===== config.mk =====
export PLATFORM = sky130hd
export DESIGN_NAME = ff_serial_scheduler_flat
export DESIGN_NICKNAME = d
export VERILOG_FILES = /design/src/rtl/ff_serial_scheduler_pkg.sv /design/src/rtl/ff_serial_scheduler_if.sv /design/src/rtl/ff_serial_scheduler_arbiter.sv /design/src/rtl/ff_serial_scheduler.sv /design/src/flat_wrapper.sv
export SDC_FILE = /design/constraint.sdc
export NUM_CORES = 1
export LEC_CHECK = 0
export BUFFER_PORTS_ARGS = -buffer_cell sky130_fd_sc_hd__clkbuf_2
export CAP_MARGIN = 20
export CORE_UTILIZATION = 50
export CTS_CLUSTER_DIAMETER = 120
export CTS_CLUSTER_SIZE = 24
export DETAILED_ROUTE_END_ITERATION = 8
export HOLD_SLACK_MARGIN = 0.1
export PLACE_DENSITY = 0.8
export SKIP_CTS_REPAIR_TIMING = 1
export SYNTH_ARGS = -nofsm -noshare
export SYNTH_HDL_FRONTEND = slang
export SYNTH_SLANG_ARGS = --single-unit

===== constraint.sdc =====
create_clock -name clk -period 7.55 [get_ports clk]
set_input_delay 0.755 -clock clk [delete_from_list [all_inputs] [get_ports clk]]
set_output_delay 0.755 -clock clk [all_outputs]
set_load 0.01 [all_outputs]

===== src/rtl/ff_serial_scheduler_pkg.sv =====
// Shared types and constants for the bit-serial flop scheduler.
package ff_sched_pkg;

  typedef enum logic [1:0] {
    IDLE  = 2'd0,
    START = 2'd1,
    DATA  = 2'd2,
    STOP  = 2'd3
  } ff_sched_state_e;

  localparam logic START_BIT = 1'b0;
  localparam logic STOP_BIT  = 1'b1;

  // Line cycles occupied by one frame: start bit + data bits + stop bit.
  function automatic int frame_len(input int w);
    return w + 2;
  endfunction

endpackage


===== src/rtl/ff_serial_scheduler_if.sv =====
// Request bus between N requesters and the serial scheduler.
// Handshake: a requester raises req_valid[i] with req_data[i*W +: W] stable and
// holds both until req_ready[i] pulses for one cycle; that cycle is the transfer.
interface ff_serial_scheduler_if #(
  parameter int N = 4,
  parameter int W = 8
);
  logic [N-1:0]   req_valid;
  logic [N*W-1:0] req_data;
  logic [N-1:0]   req_ready;

  modport master (output req_valid, output req_data, input req_ready);
  modport slave  (input req_valid, input req_data, output req_ready);
endinterface


===== src/rtl/ff_serial_scheduler_arbiter.sv =====
// Round-robin arbiter: searches from last_grant+1 (mod N) and grants the first requester found.
module ff_rr_arbiter #(
  parameter int N = 4
) (
  input  logic [N-1:0]         req,
  input  logic [$clog2(N)-1:0] last_grant,
  input  logic                 en,
  output logic [N-1:0]         gnt,
  output logic [$clog2(N)-1:0] gnt_id
);
  localparam int GW = $clog2(N);
  localparam logic [GW:0] N_W = (GW+1)'(N);

  logic [GW:0]   sum;
  logic [GW-1:0] idx;
  logic          found;

  always_comb begin
    gnt    = '0;
    gnt_id = '0;
    found  = 1'b0;
    sum    = '0;
    idx    = '0;
    for (int i = 1; i <= N; i++) begin
      sum = {1'b0, last_grant} + (GW+1)'(i);
      if (sum >= N_W) sum = sum - N_W;
      idx = sum[GW-1:0];
      if (en && !found && req[idx]) begin
        found    = 1'b1;
        gnt[idx] = 1'b1;
        gnt_id   = idx;
      end
    end
  end

endmodule


===== src/rtl/ff_serial_scheduler.sv =====
// Shares one flip-flop cell among N requesters as a framed, LSB-first serial line,
// verifying every driven bit against the flop output one cycle later.
module ff_serial_scheduler
  import ff_sched_pkg::*;
#(
  parameter int N = 4,
  parameter int W = 8
) (
  input  logic                 clk,
  input  logic                 reset,
  ff_serial_scheduler_if.slave req,
  output logic                 ff_sel,
  output logic                 ff_din,
  input  logic                 ff_dout,
  output logic                 busy,
  output logic [$clog2(N)-1:0] grant_id,
  output logic                 done,
  output logic                 err,
  output ff_sched_state_e      dbg_state
);
  localparam int GW = $clog2(N);
  localparam int CW = (W > 1) ? $clog2(W) : 1;
  localparam logic [CW-1:0] CNT_LAST = CW'(W - 1);

  ff_sched_state_e state_q, state_d;
  logic [W-1:0]    shift_q, shift_d;
  logic [CW-1:0]   cnt_q, cnt_d;
  logic [GW-1:0]   last_grant_q, last_grant_d;
  logic [GW-1:0]   grant_id_q, grant_id_d;
  logic            exp_q, exp_d;
  logic            chk_q, chk_d;
  logic            err_acc_q, err_acc_d;
  logic            done_q, done_d;

  logic [N-1:0]    gnt;
  logic [GW-1:0]   gnt_id;
  logic            arb_en;
  logic            mismatch;

  // Gating with reset keeps req_ready low while reset is held.
  assign arb_en = (state_q == IDLE) && reset;

  ff_rr_arbiter #(.N(N)) u_arb (
    .req        (req.req_valid),
    .last_grant (last_grant_q),
    .en         (arb_en),
    .gnt        (gnt),
    .gnt_id     (gnt_id)
  );

  assign req.req_ready = gnt;
  assign mismatch      = chk_q && (ff_dout != exp_q);

  always_comb begin
    state_d      = state_q;
    shift_d      = shift_q;
    cnt_d        = cnt_q;
    last_grant_d = last_grant_q;
    grant_id_d   = grant_id_q;
    err_acc_d    = err_acc_q | mismatch;
    ff_sel       = 1'b0;
    ff_din       = 1'b0;
    unique case (state_q)
      IDLE: begin
        if (|gnt) begin
          for (int i = 0; i < N; i++) begin
            if (gnt[i]) shift_d = req.req_data[i*W +: W];
          end
          last_grant_d = gnt_id;
          grant_id_d   = gnt_id;
          cnt_d        = '0;
          err_acc_d    = 1'b0;
          state_d      = START;
        end
      end
      START: begin
        ff_sel  = 1'b1;
        ff_din  = START_BIT;
        state_d = DATA;
      end
      DATA: begin
        ff_sel  = 1'b1;
        ff_din  = shift_q[0];
        shift_d = shift_q >> 1;
        if (cnt_q == CNT_LAST) state_d = STOP;
        else                   cnt_d   = cnt_q + CW'(1);
      end
      STOP: begin
        state_d = IDLE;
      end
      default: state_d = IDLE;
    endcase
    busy   = (state_q != IDLE);
    exp_d  = ff_sel ? ff_din : STOP_BIT;
    chk_d  = busy;
    done_d = (state_q == STOP);
  end

  always_ff @(posedge clk or negedge reset) begin
    if (!reset) begin
      state_q      <= IDLE;
      shift_q      <= '0;
      cnt_q        <= '0;
      last_grant_q <= GW'(N - 1);
      grant_id_q   <= '0;
      exp_q        <= STOP_BIT;
      chk_q        <= 1'b0;
      err_acc_q    <= 1'b0;
      done_q       <= 1'b0;
    end else begin
      state_q      <= state_d;
      shift_q      <= shift_d;
      cnt_q        <= cnt_d;
      last_grant_q <= last_grant_d;
      grant_id_q   <= grant_id_d;
      exp_q        <= exp_d;
      chk_q        <= chk_d;
      err_acc_q    <= err_acc_d;
      done_q       <= done_d;
    end
  end

  // The stop bit is only checked in the done cycle itself, so fold it in here.
  assign done      = done_q;
  assign err       = done_q && (err_acc_q || mismatch);
  assign grant_id  = grant_id_q;
  assign dbg_state = state_q;

endmodule


===== src/flat_wrapper.sv =====
// flat-port wrapper written by rule: the top's interface ports become plain ports
module ff_serial_scheduler_flat import ff_sched_pkg::*;
#(
  parameter int N = 4,
  parameter int W = 8
)
  (clk, reset, ff_sel, ff_din, ff_dout, busy, grant_id, done, err, dbg_state, req_req_valid, req_req_data, req_req_ready);
  ff_serial_scheduler_if #(.N(N), .W(W)) req_i ();
  input  logic clk;
  input  logic reset;
  output logic ff_sel;
  output logic ff_din;
  input  logic ff_dout;
  output logic busy;
  output logic [$clog2(N)-1:0] grant_id;
  output logic done;
  output logic err;
  output ff_sched_state_e dbg_state;
  input wire logic [$bits(req_i.req_valid)-1:0] req_req_valid;
  input wire logic [$bits(req_i.req_data)-1:0] req_req_data;
  output wire logic [$bits(req_i.req_ready)-1:0] req_req_ready;
  assign req_i.req_valid = req_req_valid;
  assign req_i.req_data = req_req_data;
  assign req_req_ready = req_i.req_ready;
  ff_serial_scheduler #(.N(N), .W(W)) u_core (.clk(clk), .reset(reset), .req(req_i), .ff_sel(ff_sel), .ff_din(ff_din), .ff_dout(ff_dout), .busy(busy), .grant_id(grant_id), .done(done), .err(err), .dbg_state(dbg_state));
endmodule

; Word-level counts from Yosys, hierarchy flattened
; Index checks and enable logic that the tools add are counted.
[classes]
bitwise_logic = 4
eq_ne = 9
add_sub_neg = 9
reduce_logical = 27
muxes = 48
magnitude_cmp = 12
[op_table]
columns = operator, n
row1 = two-way mux 8 bit, 5
row2 = two-way mux 2 bit, 10
row3 = two-way mux 1 bit, 16
row4 = two-way mux 4 bit, 4
row5 = one-hot mux 8 bit (2 select lines), 1
row6 = logical AND 1 bit, 14
row7 = "greater-or-equal comparator 3 bit, second input constant", 4
row8 = "< comparator 2 x 3 -> 1 bit, second input constant", 4
row9 = OR 4 bit, 3
row10 = binary-select mux 1 bit (select 2 bit), 4
row11 = demux 1 bit (select 2 bit), 4
row12 = "greater-or-equal comparator 2 x 1 -> 1 bit, second input constant", 4
row13 = one-hot mux 2 bit (4 select lines), 1
row14 = "subtractor 2 x 1 -> 2 bit, second input constant", 4
row15 = "adder 2 x 2 -> 3 bit, second input constant", 2
row16 = two-way mux 3 bit, 2
row17 = one-hot mux 3 bit (2 select lines), 1
row18 = AND reduction 3 bit, 2
row19 = "!= test 5 bit, second input constant", 1
row20 = "== test 2 bit, second input constant", 2
row21 = "!= test 2 bit, second input constant", 2
row22 = AND reduction 2 bit, 2
row23 = nonzero test 2 bit, 2
row24 = OR reduction 4 bit, 1
row25 = other kinds (12), 14
[totals]
reg_bits = 21
inputBits = 39
out_inout_bits = 13
word_cells = 118

; Longest topological paths before layout
; Gate-level depths: netlist of the first run.
[depth]
depth_word = 25
depth_mapped = 12
mapped_depth_nobuf = 10

; Hierarchy
; Synthesis of the first run repeated with hierarchy kept, for this count alone.
[hier_totals]
cells_unflattened = 190
area_unflattened_um2 = 1830.5
[by_module_without_submodules]
columns = module, area_each_um2, cells_each, seq_area_each_um2, n_inst
row1 = ff_serial_scheduler, 1343.8, 136, 529.3, 1
row2 = ff_rr_arbiter, 486.7, 54, 0.0, 1

; Worst setup path before layout of the first run
; OpenSTA, ideal clock, no wires.
[synth_path]
kind = register to output
startpoint = register u_core.last_grant_q[0]
endpoint = output port req_req_ready[3]
path_buffers = 3
stages_incl_launch_ff = 10
slack_ns = 4.036
required_time_ns = 6.795
arrival_time_ns = 2.759
cell_sequence = dfstp_2 -> buf_6 -> inv_1 -> ha_1 -> mux2_2 -> o22ai_1 -> and3_4 -> a221o_1 -> buf_6 -> clkbuf_1
[synth_between]
elab_chain_len = 19
elab_cells_between_ends = 64
cone_classes = add/sub (8) / order compare (12) / mux (27) / bitwise (3) / reduce/logical (14)
[synth_rtl]
columns = item, line
row1 = start: declaration, ff_serial_scheduler.sv:28  ; logic [GW-1:0] last_grant_q, last_grant_d;
row2 = start signal: assignment, ff_serial_scheduler.sv:104  ; last_grant_q <= GW'(N - 1);
row3 = start signal: assignment, ff_serial_scheduler.sv:114  ; last_grant_q <= last_grant_d;
row4 = "parallel branches: the longest is 18 deep, another holds adder 2 x 1 -> 3 bit", -
row5 = two-way mux 4 bit *, ff_serial_scheduler_arbiter.sv:28  ; if (en && !found && req[idx]) begin
row6 = end: declaration, flat_wrapper.sv:21  ; output wire logic [$bits(req_i.req_ready)-1:0] req_req_ready;
; Mark *: on every way between the ends. The select of a mux whose other input is x is not followed.

; Final worst setup path of the first run
; Same ends and word-level chain as after synthesis.

==> results of run 1 <==
[flip-flops by register name, indices dropped and copies added, names as in the netlist]
signal and flops:
u_core.last_grant_q 2, u_core.dbg_state 2, u_core.shift_q 8, u_core.chk_q 1, u_core.cnt_q 3, u_core.done 1
u_core.err_acc_q 1, u_core.exp_q 1, u_core.grant_id 2
[synthesized netlist by cell type, types with 3 or more instances]
master,n
a211o_1,4
dfstp_2,3
and3_1,5
nand3_1,11
mux2i_1,5
nor2_1,14
a21oi_1,14
nand3b_1,5
nand2_1,15
clkbuf_1,4
a211oi_1,5
o21ai_0,5
ha_1,15
o31a_1,4
a221oi_1,4
mux2_2,4
mux4_2,4
o22ai_1,4
dfrtp_1,18
o221a_1,4
buf_6,4
inv_1,8
[worst max path at each step]
stage | startpoint | end | slack (ns) | cells past startpoint
global route | u_core.last_grant_q[0] | req_req_ready[3] | 2.97 | 7
finish | u_core.last_grant_q[0] | req_req_ready[3] | 3.19 | 7
detailed placement | u_core.last_grant_q[0] | u_core.dbg_state[1] | 3.40 | 9
CTS | u_core.last_grant_q[0] | req_req_ready[3] | 3.22 | 7
global placement | u_core.last_grant_q[0] | u_core.dbg_state[1] | 3.50 | 9
floorplan | u_core.last_grant_q[0] | req_req_ready[3] | 4.04 | 9
[worst max-delay path, cell delays in order (launching register included)]
cell and delay, ns:
dfstp_2 0.75, inv_1 0.16, ha_1 0.43, mux2_2 0.36, o22ai_1 0.48, and3_4 0.30
a221o_1 0.57, clkbuf_2 0.25
[power by group]
part / internal (mW) / switching (mW)
clock: 0.0197 / 0.0345
combinational: 0.201 / 0.261
sequential: 0.171 / 0.0424
total: 0.392 / 0.338
[per-stage QoR]
step / cells / setup slack [ns] / util
4_1_cts: 281 / 3.22 / 0.608
2_1_floorplan: 189 / 4.04 / -
3_5_place_dp: 277 / 3.40 / 0.599
5_1_grt: 281 / 2.97 / 0.608
6_report: 281 / 3.19 / 0.608
3_3_place_gp: 277 / 3.50 / 0.599
[logic make-up after synthesis]
kind of cell / after synthesis
fa+ha+maj: 15
compound gates: 58
mux: 13
xor+xnor: 1
buf+inv: 17
simple gates: 64
flops: 21
[layer usage]
metal  global-route usage  vias to the layer above
met4               0.0730                        0
met2                0.353                       43
li1                     -                      809
met3               0.0186                        2
met5                    0                        -
met1                0.335                      801
[area by class of cell]
class,count,share of cell area
clock inverters,1,0.00243
well taps,46,0.0279
clock buffers,3,0.0109
flip-flops and latches,21,0.257
inverters,8,0.0146
multi-input cells,151,0.563
repair buffers,51,0.124
==> impl_results.md, run 1 <==
* Reg area at 529 sq um
* WL met2 at 1970 um
* Multi-input gate area at 1160 sq um
* Row cnt at 21
* First-pass GRT wire length at 6470 um
* Synth-to-Final Area Change at 15.4%
* Cell area power density at 355 nW/um^2
* Clock Latency Late Sink at 0.30 ns
* Fill cells at 321
* Worst reg2reg setup slack at 3.34 ns
* LEAKAGE at 0.935 nW
* Grt ovf at 0
* Vias/cell at 5.89
* Final setup fails at 0
* Post-DP HPWL at 3080 um
* VDD IR-drop max at 0.000130 V
* Worst hold slack at 0.410 ns
* Slew @ Worst Pin at 0.947 ns
* Post-synth top area cell: dfrtp_1
* WP data arrival at 3.60 ns
* CTS tree: done
* Placer Congestion at 0.919
* Warnings, synthesis at 0
* Slew Limit Headroom at 0.364
* H-tree depth at 1
* Largest family of logic cells by synthesized area: compound AO/OA/AOI/OAI gates
* Die footprint at 3810 sq um
* Drt drc at 0
* Vias in the first global route at 1465
* XOR/XNOR Fraction of Synth Area at 0.00491
* Critical path fanouts, max at 19
* Wire length on met1 at 2000 um
* Share of cells above drive strength 1 at 0.302
* Clock skew at 0.0137 ns
* Register bit total from synthesis at 21
* Ratio of final minimum period to clock period at 0.577
* Max_cap viols at 0
* Initial antenna violation count at 0
* Simple-Gate Fraction of Synth Area at 0.201
* Clock root buffer: clkbuf_4
* RSZ-0062 raised after global routing: no
* CP startpoint kind: register
* Largest net degree at the start of global routing at 25
* I/O Buffers at 51
* Starting Density at 0.526
* Adder-cell share of the synthesized area at 0.105
* Post-synth top flop: dfrtp_1
* Outcome: completed
* Kind of critical path: reg -> out
* Core Area at 3390 sq um
* Routed length per instance at 14.8 um
* Area contributors post-synth: dfrtp_1 (25%), ha_1 (11%), mux4_2 (5.0%)
* Via count at 1655
* Post-layout instance area at 2060 sq um
* Synth top area share at 0.252
* Post-synthesis cell count at 189
* ANT nets after route at 0
* Die X at 61.7 um
* Mux share of post-synthesis cell area at 0.104
* Final Net Count at 290
* Synthesized area at 1780 sq um
* CTS Buffer Depth at 2
* Worst r2r dst: u_core.dbg_state[1]
* CTS Buf Count at 3
* Initial DRC Count at 57
* R2R depth at 9
* Post-synth cell types at 44
* Final setup TNS at 0 ns
* Diode count at 0
* Max Fclk at 229 MHz
* Most frequent cells in the layout: clkbuf_2 (51), dfrtp_1 (18), nand2_1 (15), ha_1 (15)
* Die H at 61.7 um
* Pre-antenna DRT Iters at 4
* Register area share after synthesis at 0.297
* Asr flop ratio synth at 1.00
* Clk pin slew, worst setup/hold paths at 0.13 ns
* Routed WL at 4150 um
* Slew Viols, Final at 0
* Gr usage total at 0.227
* Placed Instance Area at 2030 sq um
* Critical path data required time at 6.80 ns
* Final hold vios at 0
* Design Power at 0.730 mW
* Clk sinks at 21
* I/O Pins at 52
* Uppermost layer routed: met4
* Syn Nets at 243
* Worst r2r src: u_core.last_grant_q[0]
* Compound-Gate Fraction of Synth Area at 0.235
* Number of enable flip-flop cells after synthesis at 0
* CP Capture Type: output port
* Commonest non-fill, non-tap cell in the layout: clkbuf_2
* Mean Syn Cell Area at 9.44 sq um
* Min Tclk post-route at 4.36 ns
* Met3 routed WL at 142 um
* Hold Path Class: in -> async
Note: power is estimated with default switching activity, not from simulation.
==> inputs of run 2 (changes only) <==
--- a/config.mk
+++ b/config.mk
@@ -5,6 +5,7 @@
 export SDC_FILE = /design/constraint.sdc
 export NUM_CORES = 1
 export LEC_CHECK = 0
+export ABC_AREA = 1
 export BUFFER_PORTS_ARGS = -buffer_cell sky130_fd_sc_hd__clkbuf_2
 export CAP_MARGIN = 20
 export CORE_UTILIZATION = 50
==> constraint.sdc (replaced) <==
create_clock -name clk -period 4.18 [get_ports clk]
set_input_delay 0.418 -clock clk [delete_from_list [all_inputs] [get_ports clk]]
set_output_delay 0.418 -clock clk [all_outputs]
set_load 0.01 [all_outputs]
==> impl_results.md, run 2 <==
* Slew @ Worst Pin at 0.634 ns
* Row cnt at 22
* Drt drc at 0
* CP Capture Type: output port
* First-pass GRT wire length at 6750 um
* Dpl ws at 1.25 ns
* Post-synth top area cell: dfrtp_1
* Clk pin slew, worst setup/hold paths at 0.08 ns
* I/O Buffers at 51
* WP data arrival at 2.69 ns
* R2R depth at 14
* Register bit total from synthesis at 21
* Slew Viols, Final at 0
* Clock Latency Late Sink at 0.26 ns
* Final Net Count at 391
* Core Area at 3660 sq um
* Final WS setup at 1.07 ns
* Share of cells above drive strength 1 at 0.250
* Pre-antenna DRT Iters at 4
* Register area share after synthesis at 0.278
* Diode count at 0
* Vias in the first global route at 1629
* Post-synth top flop: dfrtp_1
* H-tree depth at 1
* Critical path fanouts, max at 15
* Placer Congestion at 0.912
* Commonest non-fill, non-tap cell in the layout: nand2_1
* Clock root buffer: clkbuf_8
* Grt ovf at 0
* Initial DRC Count at 90
* RSZ-0062 raised after global routing: no
* Routed WL at 4050 um
* LEAKAGE at 1.32 nW
* Gr usage total at 0.208
* I/O Pins at 52
* Min Tclk post-route at 3.11 ns
* CP startpoint kind: register
* Vias/cell at 4.83
* Mean Syn Cell Area at 6.61 sq um
* Worst reg2reg setup slack at 1.20 ns
* Largest net degree at the start of global routing at 23
* Synth-to-Final Area Change at 15.6%
* Syn Nets at 342
* Max Fclk at 322 MHz
* Fill cells at 357
* Final setup fails at 0
* ANT nets after route at 0
* Critical path data required time at 3.76 ns
* Number of enable flip-flop cells after synthesis at 0
* Slew Limit Headroom at 0.577
* CTS Buffer Depth at 2
* Routed length per instance at 10.5 um
* Count leader, synth: nand2_1
* Post-synthesis cell count at 288
* Post-synth cell types at 24
* CTS Buf Count at 3
* VDD IR-drop max at 0.000252 V
* Outcome: completed
* CTS tree: done
* Max_cap viols at 0
* Area contributors post-synth: dfrtp_1 (24%), nand2_1 (20%), ha_1 (9.9%)
* Die H at 63.7 um
* Worst r2r src: u_core.last_grant_q[1]
* Warnings, synthesis at 0
* Hold Path Class: in -> async
* Kind of critical path: reg -> out
* Die footprint at 4060 sq um
* Post-DP HPWL at 3270 um
* Top cells by count, synth: nand2_1 (103), inv_1 (43), nand3_1 (25)
* Starting Density at 0.520
* Synthesized area at 1900 sq um
* Asr flop ratio synth at 1.00
* Initial antenna violation count at 0
* Via count at 1856
* Clk sinks at 21
* Clock skew at 0.00158 ns
* Cell area power density at 622 nW/um^2
* Synth top area share at 0.237
* Most frequent cells in the layout: nand2_1 (103), clkbuf_2 (51), inv_1 (43), nand3_1 (25), dfrtp_1 (18)
* Worst r2r dst: u_core.cnt_q[1]
* Die X at 63.7 um
* Ratio of final minimum period to clock period at 0.743
* Max FFs per register at 8
* Final setup TNS at 0 ns
* Largest Register: u_core.shift_q
* Top Registers: u_core.shift_q (8), u_core.cnt_q (3)
* Final hold vios at 0
[run 2: per-layer routing]
layer | GRT usage | share of wire
met4 | 0.0597 | 0.012
met2 | 0.347 | 0.47
met5 | 0 | 0
met3 | 0.0217 | 0.033
met1 | 0.281 | 0.49
[run 2: cell type report]
class	count	area (sq um)	area share
Clock buffer	4	45.0	0.0205
Inverter	49	184	0.0836
Tap cell	48	60.1	0.0273
Sequential cell	21	529	0.240
Timing Repair Buffer	51	255	0.116
Multi-Input combinational cell	211	1130	0.512
[run 2: how the worst max path moves through the flow]
stage / from / to / depth (start not counted)
after global placement: u_core.last_grant_q[1] / u_core.cnt_q[1] / 14
after global routing: u_core.last_grant_q[1] / req_req_ready[1] / 10
final: u_core.last_grant_q[1] / req_req_ready[1] / 10
after floorplan: u_core.last_grant_q[1] / u_core.shift_q[6] / 17
after detailed placement: u_core.last_grant_q[1] / u_core.cnt_q[1] / 14
after CTS: u_core.last_grant_q[1] / req_req_ready[1] / 10
[run 2: through the flow]
step | hold slack [ns] | std cells | cell area (sq um) | utilization | power (mW)
after floorplan | 0.122 | 288 | 1900 | - | 1.06
after global placement | 0.427 | 380 | 2160 | 0.589 | 1.21
after detailed placement | 0.435 | 380 | 2160 | 0.589 | 1.23
after CTS | 0.153 | 384 | 2200 | 0.601 | 1.37
after global routing | 0.163 | 384 | 2200 | 0.601 | 1.52
final | 0.124 | 384 | 2200 | 0.601 | 1.37
[run 2: kinds of logic after synthesis]
kind of cell,after synthesis,share of synthesized area
buffers and inverters,56,0.130
adders and majority gates,15,0.0986
and+or+nand+nor,167,0.414
DFF,21,0.278
AOI/OAI and AO/OA,29,0.0795
[run 2: critical path, cell delays in order, from the launching register on]
cell and delay (ns):
dfstp_2 0.60, inv_1 0.17, ha_1 0.36, inv_1 0.11, nand3_1 0.10, nand2_2 0.11
nand2_2 0.09, nor2_4 0.22, nand3_1 0.24, nand3_4 0.24, clkbuf_2 0.17
[run 2: where the power goes]
group	switching [mW]	internal (mW)
registers	0.0582	0.300
clock network	0.0684	0.0680
logic	0.576	0.298
==> inputs of run 3 (changes only) <==
==> constraint.sdc (replaced) <==
create_clock -name clk -period 3 [get_ports clk]
set_input_delay 0.3 -clock clk [delete_from_list [all_inputs] [get_ports clk]]
set_output_delay 0.3 -clock clk [all_outputs]
set_load 0.01 [all_outputs]
==> impl_results.md, run 3 (synthesis results as in run 2) <==
* Outcome: completed
* First-pass GRT wire length at 7040 um
* Flop pwr share at 0.245
* Kind of critical path: reg -> out
* Buffers and inverters on the worst path at 4
* Row cnt at 22
* Sw Ratio at 0.513
* Critical path fanouts, max at 11
* Final setup TNS at 0 ns
* Commonest non-fill, non-tap cell in the layout: nand2_1
* CP Capture Type: output port
* Delay-heaviest family, CP: simple AND/OR/NAND/NOR gates
* Routed WL at 4430 um
* Vias/cell at 4.90
* Worst reg2reg setup slack at 0.32 ns
* Fill cells at 344
* Crit-path slowest cell: dfstp_2
* Post-DP HPWL at 3420 um
* LEAKAGE at 1.36 nW
* Die H at 63.7 um
* Pre-antenna DRT Iters at 4
* Grt ovf at 0
* Diode count at 0
* Clock share of power at 0.096
* Drt drc at 0
* Final Net Count at 400
* H-tree depth at 1
* Initial DRC Count at 96
* CTS Buffer Depth at 2
* Worst hold slack at 0.344 ns
* Hold Path Class: in -> reg
* CP startpoint kind: register
* Combinational fraction of design power at 0.660
* ANT nets after route at 0
* Routed length per instance at 11.3 um
* Min Tclk post-route at 2.78 ns
* Clock Latency Late Sink at 0.26 ns
* Initial antenna violation count at 0
* I/O Buffers at 51
* Vias in the first global route at 1658
* Largest net degree at the start of global routing at 22
* Crit path largest cell delay at 0.60 ns
* Slew @ Worst Pin at 0.627 ns
* Clk pin slew, worst setup/hold paths at 0.08 ns
* Gr usage total at 0.218
* Die footprint at 4060 sq um
* Cell area power density at 877 nW/um^2
* CTS Buf Count at 3
* Max FFs per register at 8
* Core Area at 3660 sq um
* Most frequent cells in the layout: nand2_1 (103), clkbuf_2 (51), inv_1 (43), nand3_1 (24), dfrtp_1 (18)
* Crit path cell chain: inv_2 -> ha_4 -> inv_1 -> nand3_1 -> nand2_2 -> nand2_2 -> nor2_4 -> nand3_1 -> nand3_2 -> buf_4 -> clkbuf_2
* Via count at 1926
* RSZ-0062 raised after global routing: no
* Largest Register: u_core.shift_q
* Clock root buffer: clkbuf_8
* Clock skew at 0.00168 ns
* Synth-to-Final Area Change at 21.5%
* Ratio of final minimum period to clock period at 0.926
* WP data arrival at 2.48 ns
* Slew Limit Headroom at 0.582
* Max Fclk at 360 MHz
* CTS tree: done
* Clk sinks at 21
* VDD IR-drop max at 0.000376 V
* Internal at 0.988 mW
* Max_cap viols at 0
* I/O Pins at 52
* Final setup fails at 0
* Critical path data required time at 2.70 ns
* Slew Viols, Final at 0
* Top Registers: u_core.shift_q (8), u_core.cnt_q (3)
* Sw Pwr at 1.04 mW
* Share of cells above drive strength 1 at 0.275
* Die X at 63.7 um
* Final hold vios at 0
* Starting Density at 0.520
* Placer Congestion at 0.926
run 3: worst min-delay path: cells and delay by family:
family / cells / cell delay (ns)
buf+inv: 1 / 0.08
compound gates: 1 / 0.05
simple gates: 3 / 0.14
run 3: path summary, 6_finish.rpt:
check,from,endpoint,depth (start not counted)
worst max-delay path,u_core.last_grant_q[0],req_req_ready[3],11
worst min-delay path,req_req_data[26],u_core.shift_q[2],5
worst max register to register,u_core.last_grant_q[0],u_core.cnt_q[1],14
worst min register to register,u_core.shift_q[2],u_core.shift_q[2],2
max in group asynchronous,reset,u_core.last_grant_q[0],3
min in group asynchronous,reset,u_core.shift_q[1],3
run 3: power by group through the flow:
stage	registers [mW]	logic, mW	clock network [mW]
floorplan	0.498	0.973	0
detailed placement	0.503	1.23	0
finish	0.496	1.34	0.194
CTS	0.497	1.24	0.195
global placement	0.501	1.20	0
global route	0.513	1.51	0.209
run 3: layout make-up:
class | count | area (sq um) | area share
Inverter | 49 | 184 | 0.0795
Timing Repair Buffer | 59 | 330 | 0.143
Clock buffer | 4 | 45.0 | 0.0195
Multi-Input combinational cell | 212 | 1160 | 0.504
Tap cell | 48 | 60.1 | 0.0260
Sequential cell | 21 | 529 | 0.229
run 3: metal layers:
layer  up-vias  global-route usage  routed length [um]  share of wire
met5         -                   0                   0              0
met4         0              0.0568                  66          0.015
met3         8              0.0344                 136          0.031
met2        37               0.366                2130           0.48
met1       873               0.287                2100           0.47
li1       1008                   -                   -              -
run 3: stage by stage:
stage                     cell area, sq um   util  total power, mW  setup slack [ns]  cells
after floorplan                       1900      -             1.47             0.556    288
after global placement                2180  0.595             1.71             0.199    383
after detailed placement              2180  0.595             1.74            0.0454    383
after CTS                             2220  0.607             1.94            0.0347    387
after global routing                  2310  0.632             2.24            0.0670    393
final                                 2310  0.632             2.03             0.222    393
